File: config.mk
export PLATFORM = sky130hd
export DESIGN_NAME = serial_word_rx
export DESIGN_NICKNAME = d
export VERILOG_FILES = /design/src/rtl/link_pkg.sv /design/src/rtl/sync_fifo.sv /design/src/rtl/serial_word_rx.sv
export SDC_FILE = /design/constraint.sdc
export NUM_CORES = 1
export LEC_CHECK = 0
export CAP_MARGIN = 25
export CORE_UTILIZATION = 45
export DETAILED_ROUTE_END_ITERATION = 7
export GPL_ROUTABILITY_DRIVEN = 0
export PLACE_DENSITY = 0.72
export SYNTH_ARGS = -nofsm -noshare
export SYNTH_HDL_FRONTEND = slang
export SYNTH_SLANG_ARGS = --single-unit
File: constraint.sdc
create_clock -name clock -period 3.1 [get_ports clock]
set_input_delay 0.775 -clock clock [delete_from_list [all_inputs] [get_ports clock]]
set_output_delay 0.775 -clock clock [all_outputs]
set_load 0.01 [all_outputs]
File: src/rtl/link_pkg.sv
// Shared definitions for the serial link: receiver FSM states, default sizes
// and the bit positions inside err_flags.
package link_pkg;

  localparam int DEF_WIDTH = 32;
  localparam int DEF_DEPTH = 4;

  // err_flags = {overflow, frame_err, parity_err}
  localparam int ERR_PARITY   = 0;
  localparam int ERR_FRAME    = 1;
  localparam int ERR_OVERFLOW = 2;

  typedef enum logic [1:0] {
    IDLE  = 2'd0,
    SHIFT = 2'd1,
    CHECK = 2'd2
  } rx_state_e;

endpackage

File: src/rtl/sync_fifo.sv
// Single-clock FIFO with power-of-two depth; a pop and a push may share a
// cycle even when full, which keeps the level constant.
module sync_fifo #(
  parameter int WIDTH = 32,
  parameter int DEPTH = 4
) (
  input  logic                       clock,
  input  logic                       reset,
  input  logic                       push,
  input  logic [WIDTH-1:0]           push_data,
  input  logic                       pop,
  output logic [WIDTH-1:0]           pop_data,
  output logic                       empty,
  output logic                       full,
  output logic [$clog2(DEPTH+1)-1:0] level
);

  localparam int AW = $clog2(DEPTH);
  localparam int LW = $clog2(DEPTH+1);

  logic [WIDTH-1:0] mem [DEPTH];
  logic [AW-1:0]    wr_ptr;
  logic [AW-1:0]    rd_ptr;
  logic             wr_en;
  logic             rd_en;

  assign empty    = (level == '0);
  assign full     = (level == LW'(DEPTH));
  assign rd_en    = pop && !empty;
  assign wr_en    = push && (!full || rd_en);
  // Head reads as zero when empty so stale storage never leaks out.
  assign pop_data = empty ? '0 : mem[rd_ptr];

  // NOTE: storage is deliberately not reset; pointers and level alone decide which entries are valid.
  always_ff @(posedge clock) begin
    if (wr_en) mem[wr_ptr] <= push_data;
  end

  // NOTE: sequential state uses non-blocking assignments so every flop samples pre-edge values.
  always_ff @(posedge clock) begin
    if (reset) begin
      wr_ptr <= '0;
      rd_ptr <= '0;
      level  <= '0;
    end else begin
      if (wr_en) wr_ptr <= wr_ptr + AW'(1);
      if (rd_en) rd_ptr <= rd_ptr + AW'(1);
      case ({wr_en, rd_en})
        2'b10:   level <= level + LW'(1);
        2'b01:   level <= level - LW'(1);
        default: level <= level;
      endcase
    end
  end

endmodule

File: src/rtl/serial_word_rx.sv
// Receives MSB-first serial frames framed by com_en, validates length and
// even parity, and queues good payloads in an output FIFO.
module serial_word_rx
  import link_pkg::*;
#(
  parameter int WIDTH     = DEF_WIDTH,
  parameter int DEPTH     = DEF_DEPTH,
  parameter int PARITY_EN = 1
) (
  input  logic                       clock,
  input  logic                       reset,
  input  logic                       data_in,
  input  logic                       com_en,
  output logic [WIDTH-1:0]           out_data,
  output logic                       out_valid,
  input  logic                       out_ready,
  output logic [$clog2(DEPTH+1)-1:0] fifo_level,
  output logic [2:0]                 err_flags,
  output logic [7:0]                 err_count,
  input  logic                       clear_err
);

  localparam int N  = WIDTH + PARITY_EN;
  localparam int CW = $clog2(N + 2);
  localparam logic [CW-1:0] N_CNT   = CW'(N);
  localparam logic [CW-1:0] SAT_CNT = CW'(N + 1);

  logic [1:0]    din_sync;
  logic [1:0]    en_sync;
  logic          din_s;
  logic          en_s;
  rx_state_e     state;
  rx_state_e     state_next;
  logic          capture;
  logic          check_now;
  logic [CW-1:0] bcnt;
  logic [N-1:0]  shreg;
  logic          len_ok;
  logic          par_ok;
  logic          good;
  logic          pop_fire;
  logic          dropped;
  logic          fifo_empty;
  logic          fifo_full;
  logic [2:0]    new_err;

  // Both lines cross from the remote board's clock domain.
  always_ff @(posedge clock) begin
    if (reset) begin
      din_sync <= '0;
      en_sync  <= '0;
    end else begin
      din_sync <= {din_sync[0], data_in};
      en_sync  <= {en_sync[0], com_en};
    end
  end

  assign din_s = din_sync[1];
  assign en_s  = en_sync[1];

  always_ff @(posedge clock) begin
    if (reset) state <= IDLE;
    else       state <= state_next;
  end

  // NOTE: every output of this block gets a default first, so no path can infer a latch.
  always_comb begin
    state_next = state;
    capture    = 1'b0;
    check_now  = 1'b0;
    case (state)
      IDLE: begin
        if (en_s) begin
          state_next = SHIFT;
          capture    = 1'b1;
        end
      end
      SHIFT: begin
        if (en_s) capture    = 1'b1;
        else      state_next = CHECK;
      end
      CHECK: begin
        check_now  = 1'b1;
        state_next = IDLE;
      end
      default: state_next = IDLE;
    endcase
  end

  // Bits past N are not stored; the counter parks at N+1 to mark an over-long frame.
  always_ff @(posedge clock) begin
    if (reset) begin
      bcnt  <= '0;
      shreg <= '0;
    end else if (check_now) begin
      bcnt <= '0;
    end else if (capture) begin
      if (bcnt < N_CNT)    shreg <= {shreg[N-2:0], din_s};
      if (bcnt != SAT_CNT) bcnt  <= bcnt + CW'(1);
    end
  end

  assign len_ok   = (bcnt == N_CNT);
  assign par_ok   = (PARITY_EN == 0) || !(^shreg);
  assign good     = check_now && len_ok && par_ok;
  assign pop_fire = out_valid && out_ready;
  assign dropped  = good && fifo_full && !pop_fire;

  always_comb begin
    new_err               = '0;
    new_err[ERR_FRAME]    = check_now && !len_ok;
    new_err[ERR_PARITY]   = check_now && len_ok && !par_ok;
    new_err[ERR_OVERFLOW] = dropped;
  end

  // A clear coinciding with a fresh error keeps the fresh error.
  always_ff @(posedge clock) begin
    if (reset) begin
      err_flags <= '0;
      err_count <= '0;
    end else if (clear_err) begin
      err_flags <= new_err;
      err_count <= (|new_err) ? 8'd1 : 8'd0;
    end else begin
      err_flags <= err_flags | new_err;
      if ((|new_err) && (err_count != 8'hFF)) err_count <= err_count + 8'd1;
    end
  end

  sync_fifo #(
    .WIDTH (WIDTH),
    .DEPTH (DEPTH)
  ) u_fifo (
    .clock     (clock),
    .reset     (reset),
    .push      (good),
    .push_data (shreg[N-1 -: WIDTH]),
    .pop       (out_ready),
    .pop_data  (out_data),
    .empty     (fifo_empty),
    .full      (fifo_full),
    .level     (fifo_level)
  );

  assign out_valid = !fifo_empty;

endmodule

==> out/results.txt <==
Non-Filler Instances = 859
required time of the critical path = 2.32 ns
PortBufs = 52
DP Cell Count = 823
hold depth = 1
die height = 133 um
minimum clock period after layout = 2.99 ns
Routed Antenna Nets = 0
detailed-router iteration count before antenna repair = 4
worst reg2reg setup slack = 0.14 ns
sequential element share of the synthesized area = 0.666
#FFs+latches synth = 193
Finish-stage setup viols = 0
Mapped Nets = 563
die width = 133 um
CP Launch Type = flop
number of max-cap violations = 0
Critical Path End Type = primary output
1st-iter DRT viols = 334
via count = 4481
initial core utilization = 0.463
clock tree buffer depth = 2
Clock Tree Root = clkbuf_16
initial antenna violation count = 0
crit path max fanout = 16
P&R area growth vs syn = 22.0%
TritonCTS sink count = 193
Num CTS Buffers = 17
outcome = finished clean
Final TNS setup = 0 ns
diodes inserted = 0
FF-to-FF path depth = 12
leak pwr = 3.13 nW
clk_lat worst skew = 0.43 ns
CTS tree = yes
crit path kind = flop to primary output
asr flop ratio synth = 0
most common cell after layout, fill and taps aside = edfxtp_1
max-slew violation count = 0
GRT Total Usage = 0.176
HP Start = en_sync[1]$_SDFF_PP0_
worst clock skew = 0.00879 ns
most frequent cells in the layout = edfxtp_1 (128), nand2_1 (78), dfxtp_1 (50), clkdlybuf4s50_1 (50), a21oi_1 (44)
Pwr Density = 543 nW/um^2
final wirelength = 15000 um
Clock Pin Slew Worst Setup and Hold Paths = 0.06 ns
fin nets = 643
htree depth = 4
num rows = 47
Design Area, Final = 9430 sq um
die area = 17700 sq um
Synth warnings = 0
worst hold path type = flop to flop
Worst EP arrival = 2.22 ns
end of the worst hold path = state[1]$_SDFFE_PP0P_
most frequently used flop master after synthesis = edfxtp_1
first-pass GRT wire length = 23400 um
Core Util, Final = 0.565
Max VDD drop = 463 uV
core area = 16700 sq um
fill cell count = 1302
total gr overflow = 0
Avg Inst Size Synth = 14.1 sq um
Rel. slew slack = 0.544
layout cells sized above 1 = 0.197
Hold Fails Final Rpt = 0
vias per cell = 5.22
fin crit share = 0.965
DP Area = 8660 sq um
mapped cell area = 7720 sq um
RSZ-0062 raised after global routing = false
total power = 5.12 mW
number of synthesized flops with an enable pin = 128
number of global-route vias before repair = 4491
hold slack = 0.425 ns
I/O pin total = 53
actual slew at the worst max-slew pin = 0.684 ns
Post-Synthesis Cells = 546
post-DP HPWL = 8740 um
RR Startpoint = shreg[16]$_SDFFE_PP0P_
worst slack at placement = -0.00460 ns
RR Endpoint = u_fifo.level[2]$_SDFFE_PP0P_
post-route DRC violation count = 0
Fmax achieved = 0.334 GHz
library cells used by synthesis = 42
largest net degree at the start of global routing = 36
drt wl/cell = 17.4 um
Worst Slack Setup Final = 0.108 ns
-- synth_stat cells, types with 2 or more instances --
master	instances	share of area
o21ai_1	5	0.0032
nand3_1	7	0.0045
o21ai_0	4	0.0026
edfxtp_1	128	0.50
o211ai_1	2	0.0019
nand2b_1	2	0.0016
dfxtp_1	65	0.17
a21oi_1	45	0.029
mux4_2	32	0.093
nand4_1	3	0.0024
nor3_1	2	0.0013
xnor2_1	28	0.032
nand2_1	78	0.038
nor2_1	18	0.0087
inv_1	10	0.0049
buf_1	7	0.0034
clkbuf_1	17	0.0083
nor4b_1	2	0.0023
ha_1	10	0.016
nor2b_1	6	0.0049
and2_1	38	0.031
or3_1	8	0.0065
and3_1	3	0.0024
xor2_1	8	0.0091
-- cell type report --
| cell class | instances | area [sq um] | area share |
|---|---|---|---|
| Clock buffer | 21 | 460 | 0.0488 |
| Clock inverter | 11 | 184 | 0.0195 |
| Sequential cell | 193 | 5170 | 0.549 |
| Multi-Input combinational cell | 317 | 2490 | 0.265 |
| Tap cell | 220 | 275 | 0.0292 |
| Timing Repair Buffer | 86 | 800 | 0.0848 |
| Inverter | 11 | 42.5 | 0.00451 |
-- layer usage --
layer  global-route usage  vias up  routed length, um
met5                    0        -                  0
met4               0.0696        0                303
met3               0.0387       23                572
met2                0.306      102               7750
met1                0.211     2226               6360
li1                     -     2130                  -
-- worst max-delay path by stage --
stage | start | end
floorplan | shreg[27]$_SDFFE_PP0P_ | u_fifo.level[2]$_SDFFE_PP0P_
global placement | out_ready | u_fifo.level[2]$_SDFFE_PP0P_
detailed placement | out_ready | u_fifo.level[2]$_SDFFE_PP0P_
global route | shreg[31]$_SDFFE_PP0P_ | u_fifo.level[2]$_SDFFE_PP0P_
CTS | shreg[32]$_SDFFE_PP0P_ | u_fifo.level[2]$_SDFFE_PP0P_
finish | flop | out_data[0]
-- repair_timing --
item,in CTS,in global routing
setup endpoints to repair,2,18
cloned,0,1
hold buffers,0,0
resized for setup,5,22
buffers inserted,0,3
pin swaps,0,7
-- flip-flops by register name, summed over array words and instances (netlist names), named ones only --
signal and count:
din_sync 2, en_sync 2, u_fifo.wr_ptr 2, u_fifo.level 3, err_flags 3, err_count 8, bcnt 6, shreg 33
u_fifo.rd_ptr 2, u_fifo.mem 128, state 2
-- kinds of logic (layout without fill, tap and decap cells) --
kind of cell / Yosys count / after routing / share of synthesized area
buffers and inverters: 36 / 129 / 0.0186
AO/OA/AOI/OAI: 61 / 61 / 0.0420
XOR/XNOR: 39 / 39 / 0.0489
flip-flops: 193 / 193 / 0.666
multiplexers: 34 / 34 / 0.0964
AND/OR/NAND/NOR: 172 / 172 / 0.109
adder cells (fa/ha/maj): 11 / 11 / 0.0188
-- where the power goes --
part           leakage (nW)  total (mW)  switching (mW)  internal, mW
Combinational          1.10      0.0535          0.0376        0.0159
Sequential             1.72        2.71         0.00280          2.71
Clock                 0.313        2.36           0.888          1.47
-- critical path: stages (launching register included) --
cell and delay (ns):
dfxtp_4 0.39, buf_12 0.19, mux4_2 0.51, and2_1 0.19, clkdlybuf4s50_1 0.49
Power figures use the tool's default switching activity.
